**src/rtl/cheb_coeff_extract.sv**
```systemverilog
// cheb_coeff_extract: forward 8-point Chebyshev transform with one shared shift-add multiplier.
// Define CHEB_SAT_EN to clamp out-of-range coefficients instead of wrapping them.
module cheb_coeff_extract #(
  parameter int DW    = 16,
  parameter int GUARD = 3
) (
  input  logic                 clk30x,
  input  logic                 rst,
  input  logic signed [DW-1:0] xin,
  input  logic                 xin_valid,
  output logic                 xin_ready,
  output logic signed [DW-1:0] cout,
  output logic [2:0]           cout_idx,
  output logic                 cout_valid,
  input  logic                 cout_ready,
  output logic                 busy
);
  localparam int AW = 2*DW+GUARD;
  typedef enum logic [1:0] {IDLE, LOAD, MAC, EMIT} state_t;
  state_t state, state_nx;
  logic [2:0] n, k;
  logic [4:0] cnt;
  logic signed [DW-1:0] smp [8];
  logic signed [15:0] coef;
  logic signed [2*DW-1:0] mc, pp, prod;
  logic signed [AW-1:0] acc;
  logic signed [DW-1:0] conv;
  logic mac_done, hs;
`ifdef CHEB_SAT_EN
  localparam logic signed [AW-1:0] MAXV = 32767;
  localparam logic signed [AW-1:0] MINV = -32768;
  logic signed [AW-1:0] scaled;
`endif

  // cos(pi*j/16) in Q1.15 for j=0..8; the rest of the circle folds onto these
  function automatic logic signed [15:0] cos_base(input logic [3:0] j);
    case (j)
      4'd0:    return 16'sd32767;
      4'd1:    return 16'sd32137;
      4'd2:    return 16'sd30273;
      4'd3:    return 16'sd27245;
      4'd4:    return 16'sd23170;
      4'd5:    return 16'sd18204;
      4'd6:    return 16'sd12539;
      4'd7:    return 16'sd6393;
      default: return 16'sd0;
    endcase
  endfunction

  function automatic logic signed [15:0] rom(input logic [2:0] kk, input logic [2:0] nn);
    logic [4:0] m, f;
    m = {2'b0, kk} * {1'b0, nn, 1'b1};
    f = m[4] ? 5'd0 - m : m;
    return f > 5'd8 ? -cos_base(4'(5'd16 - f)) : cos_base(f[3:0]);
  endfunction

  always_comb begin
    coef     = rom(k, n);
    mc       = {{DW{smp[n][DW-1]}}, smp[n]};
    pp       = coef[cnt[3:0]] ? mc <<< cnt[3:0] : '0;
    mac_done = state == MAC && cnt == 5'd16 && n == 3'd7;
    hs       = state == EMIT && cout_valid && cout_ready;
`ifdef CHEB_SAT_EN
    scaled   = (k == 3'd0) ? acc >>> 18 : acc >>> 17;
    conv     = scaled > MAXV ? 16'sh7FFF : scaled < MINV ? 16'sh8000 : scaled[DW-1:0];
`else
    conv     = DW'((k == 3'd0) ? acc >>> 18 : acc >>> 17);
`endif
    state_nx = state == IDLE ? LOAD :
               (state == LOAD && xin_valid && n == 3'd7) ? MAC :
               mac_done ? EMIT :
               hs ? (k == 3'd7 ? LOAD : MAC) : state;
  end

  always_ff @(posedge clk30x)
    if (rst) state <= IDLE;
    else state <= state_nx;

  always_ff @(posedge clk30x) begin
    if (rst) begin
      n          <= '0;
      k          <= '0;
      cnt        <= '0;
      prod       <= '0;
      acc        <= '0;
      cout       <= '0;
      cout_valid <= 1'b0;
      for (int i = 0; i < 8; i++) smp[i] <= '0;
    end else begin
      case (state)
        LOAD: if (xin_valid) begin
          smp[n] <= xin;
          n      <= n + 3'd1;
          k      <= '0;
          acc    <= '0;
          cnt    <= '0;
          prod   <= '0;
        end
        // 16 shift-add steps, the sign bit of the ROM word carries negative weight
        MAC: if (cnt != 5'd16) begin
          prod <= (cnt == 5'd15) ? prod - pp : prod + pp;
          cnt  <= cnt + 5'd1;
        end else begin
          acc  <= acc + {{(AW-2*DW){prod[2*DW-1]}}, prod};
          prod <= '0;
          cnt  <= '0;
          n    <= n + 3'd1;
        end
        EMIT: if (!cout_valid) begin
          cout       <= conv;
          cout_valid <= 1'b1;
        end else if (cout_ready) begin
          cout_valid <= 1'b0;
          n          <= '0;
          acc        <= '0;
          k          <= k + 3'd1;
        end
        default: ;
      endcase
    end
  end

  assign xin_ready = state == LOAD;
  assign busy      = state == MAC || state == EMIT;
  assign cout_idx  = k;
endmodule

```
**config.mk**
```make
export PLATFORM = sky130hd
export DESIGN_NAME = cheb_coeff_extract
export DESIGN_NICKNAME = d
export VERILOG_FILES = /design/src/rtl/cheb_coeff_extract.sv
export SDC_FILE = /design/constraint.sdc
export NUM_CORES = 1
export LEC_CHECK = 0
export CAP_MARGIN = 30
export CORE_ASPECT_RATIO = 0.5
export CORE_MARGIN = 8
export CORE_UTILIZATION = 57
export CTS_BUF_LIST = sky130_fd_sc_hd__clkbuf_16
export DETAILED_ROUTE_END_ITERATION = 10
export HOLD_SLACK_MARGIN = 0.1
export MAX_ROUTING_LAYER = met4
export PLACE_DENSITY = 0.84
export SLEW_MARGIN = 20
export SYNTH_ARGS = -nofsm -noshare
export SYNTH_HDL_FRONTEND = slang
export SYNTH_SLANG_ARGS = --single-unit
```
**constraint.sdc**
```tcl
create_clock -name clk30x -period 11.1 [get_ports clk30x]
set_clock_uncertainty 0.2 [all_clocks]
set_input_delay 1.665 -clock clk30x [delete_from_list [all_inputs] [get_ports clk30x]]
set_output_delay 1.665 -clock clk30x [all_outputs]
set_load 0.005 [all_outputs]
```
==> After elaboration in Yosys (flattened, before gate mapping) <==
Memories as Yosys holds them, arrays and structs flattened. A register that Yosys moved wholly into a read port is not among the register bits.
Index checks and enable logic that the tools add are counted.
{ "word_totals": {"regBits": 97, "mem_bits_rw": 128, "out_inout_bits": 22, "word_cells": 105, "n_memories": 3, "inputBits": 20, "romBits": 240} }
{ "mem_list": {"columns": ["name", "depth", "width", "rd", "rd_ports_with_merged_regs", "wr", "line", "source"], "rows": [
  ["smp", 8, 16, 1, 1, 8, "23", "logic signed [DW-1:0] smp [8];"],
  ["(no name shown)", 8, 15, 1, 0, 0, "37", "case (j)"],
  ["(no name shown)", 8, 15, 1, 0, 0, "37", null]
]} }
{ "op_classes": {"order_cmp": 2, "addsub": 9, "n_reduce_logical": 20, "n_eq_ne": 12, "n_bitwise": 1, "mul": 1, "shifts": 1, "muxes": 47} }
{ "op_table": {"columns": ["operator", "n"], "rows": [
  ["$mux 35", 4],
  ["$mux 32", 4],
  ["$pmux 35 s3", 1],
  ["$mux 16", 5],
  ["$pmux 32 s2", 1],
  ["$add 35x35->35", 1],
  ["$add 32x32->32", 1],
  ["$sshl 32x4->32", 1],
  ["$sub 32x32->32", 1],
  ["$mux 3", 10],
  ["$neg 16->16", 1],
  ["$reduce_or 16->1", 1],
  ["$mux 5", 3],
  ["$mux 1", 11],
  ["$pmux 5 s2", 1],
  ["$pmux 3 s3", 1],
  ["$mux 2", 4],
  ["$ne 2x2->1 const B", 4],
  ["$add 3x1->3 const B", 2],
  ["$eq 3x3->1 const B", 2],
  ["$logic_and 1x1->1", 6],
  ["$pmux 3 s2", 1],
  ["$reduce_bool 3->1", 2],
  ["$add 5x1->5 const B", 1],
  ["21 further kinds", 24]
]} }

==> Logic depth before layout (Yosys ltp) <==
Gate-level depths: netlist of run 1.
An unclocked memory read counts as a cell.
{ "depth": {"ltp_word": 15, "depth_mapped": 47, "ltp_nobuf": 45} }

==> Worst setup path before layout of run 1 <==
Ideal clock, no wire load.
{ "synth_timing": {"path_kind": "flip-flop to flip-flop", "from": "reg k[0], in the netlist cout_idx[0]", "to": "reg prod[30]", "arrival_ns": 9.848, "setup_ns": 0.117, "t_required_ns": 10.783, "stages_incl_launch_ff": 42, "path_slack_ns": 0.935, "cell_sequence": "dfxtp_1 > clkbuf_1 > clkbuf_1 > nand2_1 > fa_1 > inv_1 > ha_1 > fa_1 > xnor2_1 > xor3_1 > mux2i_1 > ha_1 > clkbuf_1 > nand2_1 > a211oi_1 > nor2_1 > o211ai_1 > ha_1 > [... 6 more ...] > clkbuf_1 > or3_1 > ha_1 > mux2_2 > fa_1 > nor2b_1 > o21a_1 > o21ai_0 > a21oi_1 > o21ai_0 > a21oi_1 > o311ai_0 > a311oi_1 > a211oi_1 > o41ai_1 > a21oi_1 > xnor2_1 > a22o_1"} }
{ "synth_between": {"elab_chain_cells": 15, "word_cells_on_any_way": 19, "cone_classes": "add/sub (5); mul (1); order compare (1); mux (10); memory (2)"} }
{ "synth_lines": {"columns": ["element", "line", "source"], "rows": [
  ["start, declared", "21", "logic [2:0] n, k;"],
  ["start signal, assigned", "116", "k <= k + 3'd1;"],
  ["$mul 3x4->5 *", "52", "m = {2'b0, kk} * {1'b0, nn, 1'b1};"],
  ["$sub 1x5->5", "53", "f = m[4] ? 5'd0 - m : m;"],
  ["$mux 5 *", "53", null],
  ["$sub 1x4->4", "54", "return f > 5'd8 ? -cos_base(4'(5'd16 - f)) : cos_base(f[3:0]);"],
  ["$mem_v2 8x15", null, null],
  ["$mux 16", "37", null],
  ["$neg 16->16", "54", null],
  ["$mux 16 *", "54", null],
  ["$bmux 1 s4 *", "60", "pp = coef[cnt[3:0]] ? mc <<< cnt[3:0] : '0;"],
  ["$mux 1 (not written as such) *", "60", null],
  ["$mux 32 *", "60", null],
  ["$add 32x32->32 or $sub 32x32->32 (tied branches)", "101", "prod <= (cnt == 5'd15) ? prod - pp : prod + pp;"],
  ["$mux 32 *", "101", null],
  ["$mux 32 *", "100", "MAC: if (cnt != 5'd16) begin"],
  ["$pmux 32 s2 *", "90", "case (state)"],
  ["end signal, assigned", "101", null],
  ["end, declared", "25", "logic signed [2*DW-1:0] mc, pp, prod;"]
]} }
Every way passes the cells marked *; elsewhere a longest branch is shown, timed or not. The select of a mux whose other input is x is not followed.
A chain may end at the register's enable or synchronous reset.

==> Worst setup path in the final report of run 1 <==
{ "layout_timing": {"from": "reg n[1]", "to": "reg prod[29]"} }
{ "layout_between": {"elab_chain_cells": 15, "word_cells_on_any_way": 19, "cone_classes": "add/sub (5); mul (1); order compare (1); mux (10); memory (2)"} }
{ "layout_lines": {"columns": ["element", "line", "source"], "rows": [
  ["start, declared", "21", null],
  ["start signal, assigned", "93", "n <= n + 3'd1;"],
  ["start signal, assigned", "107", "n <= n + 3'd1;"],
  ["$mul 3x4->5 *", "52", null],
  ["$sub 1x5->5", "53", null],
  ["$mux 5 *", "53", null],
  ["$sub 1x4->4", "54", null],
  ["$mem_v2 8x15", null, null],
  ["$mux 16", "37", null],
  ["$neg 16->16", "54", null],
  ["$mux 16 *", "54", null],
  ["$bmux 1 s4 *", "60", null],
  ["$mux 1 (not written as such) *", "60", null],
  ["$mux 32 *", "60", null],
  ["$add 32x32->32 or $sub 32x32->32 (tied branches)", "101", null],
  ["$mux 32 *", "101", null],
  ["$mux 32 *", "100", null],
  ["$pmux 32 s2 *", "90", null]
]} }
Marks and branches as above.

==> results.yml, run 1 <==
drt:
  detail-route-antenna-nets: 0
  route.met3.wl_mm: 3.83
  wl_mm: 43.6
  wl_per_cell_um: 20.5
  dr_wl_met2_mm: 19.6
  drt_drc_violations_left: 0
  wl_met1_mm: 18.9
  num_vias: 13700
  vias_per_cell: 6.46
  drtIter0Drc: 1512
  maxUsedRoutingLayer: "met4"
  drtPass1Iterations: 5
sta:
  tightest_slew_ns: 0.858
  finalSetupViolations: 0
  fin_crit_sh_pct: 93.0
  fin_crit_ns: 10.32
  hold_viol: 0
  finalMaxSlewViolations: 0
  max-slew-margin-rel_pct: 41.3
  fmax_mhz: 96.9
  rsz0062_at_grt: "no"
  hold_ws_ns: 0.261
  setup_tns_ns: 0
synthesis:
  syn_area_um2: 16300
  yosys.area_share.adder_pct: 7.06
  ys_seq_elements: 227
  synthArstFlopShare_pct: 0
  ys_warn_count: 0
  synth-edff-count: 128
  yosysTopAreaCellShare_pct: 23.6
  yosys-top-cells-area: "edfxtp_1, dfxtp_1, mux4_2"
  synthSimpleGateAreaFrac_pct: 18.7
  synth_top_family_by_area: "compound AO/OA/AOI/OAI gates"
  yosys.area.top_type: "edfxtp_1"
  synth_area_per_cell_um2: 9.46
  synthMuxAreaShare_pct: 11.2
  syn-num-nets: 1832
  yosysUniqueCellTypes: 91
  synth-xor-area-share_pct: 4.37
  synth-compound-area-share_pct: 19.4
  syn_inst: 1723
  seq_area_frac_synth_pct: 35.7
  synth-main-ff-cell: "edfxtp_1"
die:
  die_area_um2: 34600
  start_util_pct: 58.4
  core_area_um2: 27900
  rows: 43
  die_w_um: 255
  top_level_ports: 42
  die_y_um: 136
final_layout:
  final_common_cell: "nor2_1"
  areaGrowthSynthToFinish_pct: 9.26
  nets: 1838
  final_cell_mix: "nor2_1, and2_1, edfxtp_1, a21oi_1, nand2_1"
  final_area_um2: 17800
  final-instance-count-excl-fill: 2127
  num_antenna_cells: 0
  final_layout_size_suffix_gt1_share_pct: 10.3
setup_path:
  cpMostUsedCell: "a21oi_1"
  max_stage_delay_ns: 0.54
  cp.arrival_ns: 10.54
  crit_path_end_kind: "register"
  critPathSlowestCell: "dfxtp_1"
  cp_max_fo: 13
  path_class: "register to register"
  required_ns: 11.33
  critPathLaunchType: "register"
flow_run:
  max_cap_violations: 0
placement:
  placed_area_um2: 17100
  dp.cells: 2086
  gp_routability_congestion: 0.971
  io_buffers: 41
  dp_hpwl_mm: 30.1
global_routing:
  grt_use_total_pct: 25.1
  grt_max_degree: 70
  grt_pass1_vias: 12500
  antenna_found_initial: 1
  grt_pass1_wl_mm: 68.3
  grt_overflow_total: 0
pwr:
  power_density_nw_per_um2: 105
  power_leakage_nw: 7.14
  ir_drop_mv: 0.109
cts:
  numCtsBuffers: 22
  htreeDepth: 1
  cts_setup_buffers: 0
  clkLatencyLatePin_ns: 0.54
  cts_tree: "built"
  path_clk_slew_ns: 0.07
  clkSinkCount: 227
  ctsHoldBuffers: 0
  cts_resized: 0
  clockBufferDepth: 3
  ctsRootBufferMaster: "clkbuf_16"
hold_path:
  hold_path.class: "register to register"
status:
  outcome: "complete, no violations"
stage by stage:
stage                     utilization, %  worst slack [ns]  power, mW
final                               63.8             0.781       1.87
after detailed placement            61.2             0.616       1.15
after global routing                63.8            0.0680       1.93
after CTS                           63.7             0.593       1.87
after floorplan                        -             0.935       1.09
after global placement              61.1             0.834       1.15
path summary, 6_finish.rpt:
check | slack [ns] | depth (start not counted) | startpoint | to
setup / recovery | 0.78 | 39 | n[1] | prod[29]
hold / removal | 0.26 | 2 | acc[2] | acc[2]
setup reg to reg | 0.78 | 39 | n[1] | prod[29]
hold reg to reg | 0.26 | 2 | acc[2] | acc[2]
cell usage after synthesis, types with 33 or more instances:
master and count:
nor2_1 182, xnor2_1 56, ha_1 84, nand2_1 107, mux4_2 50, a21oi_1 126
and2_1 140, inv_1 44, edfxtp_1 128, o21ai_0 70, mux2i_1 40, a22oi_1 52
a21o_1 33, clkbuf_1 79, dfxtp_1 99
kinds of logic after synthesis:
kind of cell	after synthesis
muxes	114
xor gates and xnor gates	78
adders and majority gates	89
buffers and inverters	142
and+or+nand+nor	603
DFF	227
AOI/OAI and AO/OA	470
worst max-delay path, delay by kind of cell (launching register included):
family,cells,cell delay (ns)
AOI/OAI and AO/OA,16,3.46
xor gates and xnor gates,3,0.64
adders and majority gates,6,1.89
buffers and inverters,2,0.21
DFF,1,0.54
muxes,1,0.16
and+or+nand+nor,11,3.08
per-layer routing:
metal,vias to the layer above,GRT usage (%)
li1,6448,-
met4,0,7.64
met3,86,4.42
met5,-,-
met1,6628,34.0
met2,586,38.1
power by group:
| part | switching (mW) | internal [mW] | leakage, nW |
|---|---|---|---|
| logic | 0.137 | 0.0910 | 4.67 |
| registers | 0.00839 | 0.905 | 2.12 |
| clock network | 0.341 | 0.389 | 0.351 |
| total | 0.486 | 1.38 | 7.14 |
layout make-up:
class	instances	area, um2
clock buffer	22	551
clock inverter	18	128
fill	2261	10100
inverter	48	180
multi-input combinational	1354	9970
sequential	227	5830
tap	382	478
timing repair buffer	76	686
state kept, by name, indices dropped and copies added, names as in the netlist, named ones only:
register / cells
acc: 34
n: 3
cout_idx: 3
cnt: 5
cout_valid: 1
smp: 128
cout: 16
prod: 32
state: 2
Power figures use the tool's default switching activity.
==> inputs of run 2 (changes only) <==
- CORE_MARGIN: 8 -> not set
==> results.yml, run 2 (synthesis results as in run 1) <==
status:
  outcome: "complete, no violations"
global_routing:
  grt_overflow_total: 0
  grt_use_total_pct: 29.8
  grt_pass1_wl_mm: 66.9
  grt_pass1_vias: 12500
  grt_max_degree: 73
  antenna_found_initial: 0
sta:
  finalMaxSlewViolations: 0
  hold_viol: 0
  rsz0062_at_grt: "no"
  finalSetupViolations: 0
  fin_crit_sh_pct: 92.5
  fmax_mhz: 97.4
  fin_crit_ns: 10.26
  setup_tns_ns: 0
  max-slew-margin-rel_pct: 38.7
  tightest_slew_ns: 0.913
  hold_ws_ns: 0.267
final_layout:
  largest_reg_flops: 128
  largest-register: "smp"
  areaGrowthSynthToFinish_pct: 9.05
  final_area_um2: 17800
  top_regs: "smp x128, acc x34, prod x32"
  final_cell_mix: "nor2_1, and2_1, edfxtp_1, a21oi_1, nand2_1"
  final_layout_size_suffix_gt1_share_pct: 10.2
  final_common_cell: "nor2_1"
  nets: 1834
pwr:
  ir_drop_mv: 0.157
  power_density_nw_per_um2: 104
  power_leakage_nw: 7.12
  total_power_mw: 1.85
cts:
  clkSinkCount: 227
  htreeDepth: 1
  numCtsBuffers: 21
  cts_setup_buffers: 0
  cts_resized: 0
  cts_tree: "built"
  path_clk_slew_ns: 0.07
  clkLatencyLatePin_ns: 0.53
  ctsRootBufferMaster: "clkbuf_16"
  ctsHoldBuffers: 0
  clockBufferDepth: 3
hold_path:
  hold_path.class: "register to register"
  holdPathStages: 2
die:
  die_w_um: 241
  start_util_pct: 58.4
  core_area_um2: 27900
  rows: 43
  die_area_um2: 29300
  top_level_ports: 42
  die_y_um: 122
setup_path:
  crit_path_end_kind: "register"
  cpMostUsedCell: "a21oi_1"
  required_ns: 11.32
  cp.arrival_ns: 10.49
  max_stage_delay_ns: 0.49
  ff2ff_path_depth: 39
  path_class: "register to register"
  critPathLaunchType: "register"
  critPathSlowestCell: "fa_1"
  cp_max_fo: 19
placement:
  placed_area_um2: 17100
  gp_routability_congestion: 0.987
  io_buffers: 41
  dp_hpwl_mm: 29.4
drt:
  num_vias: 13700
  wl_mm: 42.2
  drtPass1Iterations: 7
  drt_drc_violations_left: 0
  drtIter0Drc: 1527
  detail-route-antenna-nets: 0
  wl_per_cell_um: 19.9
  vias_per_cell: 6.44
flow_run:
  max_cap_violations: 0
==> run 2: power by group <==
group	internal (mW)	leakage, nW	switching (mW)	total [mW]
Clock	0.391	0.341	0.321	0.712
Combinational	0.0913	4.66	0.136	0.228
Sequential	0.905	2.12	0.00838	0.913
==> run 2: worst max-delay path, delay by kind of cell (launching register included) <==
| family | cells | cell delay [ns] |
|---|---|---|
| muxes | 1 | 0.22 |
| adders and majority gates | 5 | 1.76 |
| AOI/OAI and AO/OA | 16 | 3.34 |
| and+or+nand+nor | 11 | 2.91 |
| xor gates and xnor gates | 3 | 0.80 |
| buffers and inverters | 3 | 0.51 |
| DFF | 1 | 0.42 |
==> run 2: metal layers <==
| layer | global-route usage [%] | vias up | wire [um] |
|---|---|---|---|
| met5 | - | - | 0 |
| met4 | 9.45 | 0 | 1230 |
| met3 | 5.64 | 116 | 3940 |
| met2 | 45.1 | 647 | 18800 |
| met1 | 40.6 | 6455 | 18100 |
| li1 | - | 6458 | - |
==> run 2: final timing paths <==
path	start	end	slack, ns
setup reg to reg	cout_idx[0]	prod[29]	0.84
hold / removal	acc[2]	acc[2]	0.27
hold reg to reg	acc[2]	acc[2]	0.27
setup / recovery	cout_idx[0]	prod[29]	0.84
==> run 2: area by class of cell <==
class | instances | area (um2)
diodes | 1 | 2.50
well taps | 382 | 478
inverters | 48 | 180
repair buffers | 73 | 659
flip-flops and latches | 227 | 5830
clock inverters | 17 | 128
multi-input cells | 1354 | 9980
clock buffers | 21 | 526
fillers | 2199 | 10100
==> run 2: per-stage QoR <==
stage	util, %	std cells	worst slack, ns
floorplan	-	1723	0.935
global placement	61.0	2080	0.726
detailed placement	61.1	2083	0.391
CTS	63.5	2121	0.354
global route	63.7	2122	0.0454
finish	63.7	2123	0.836
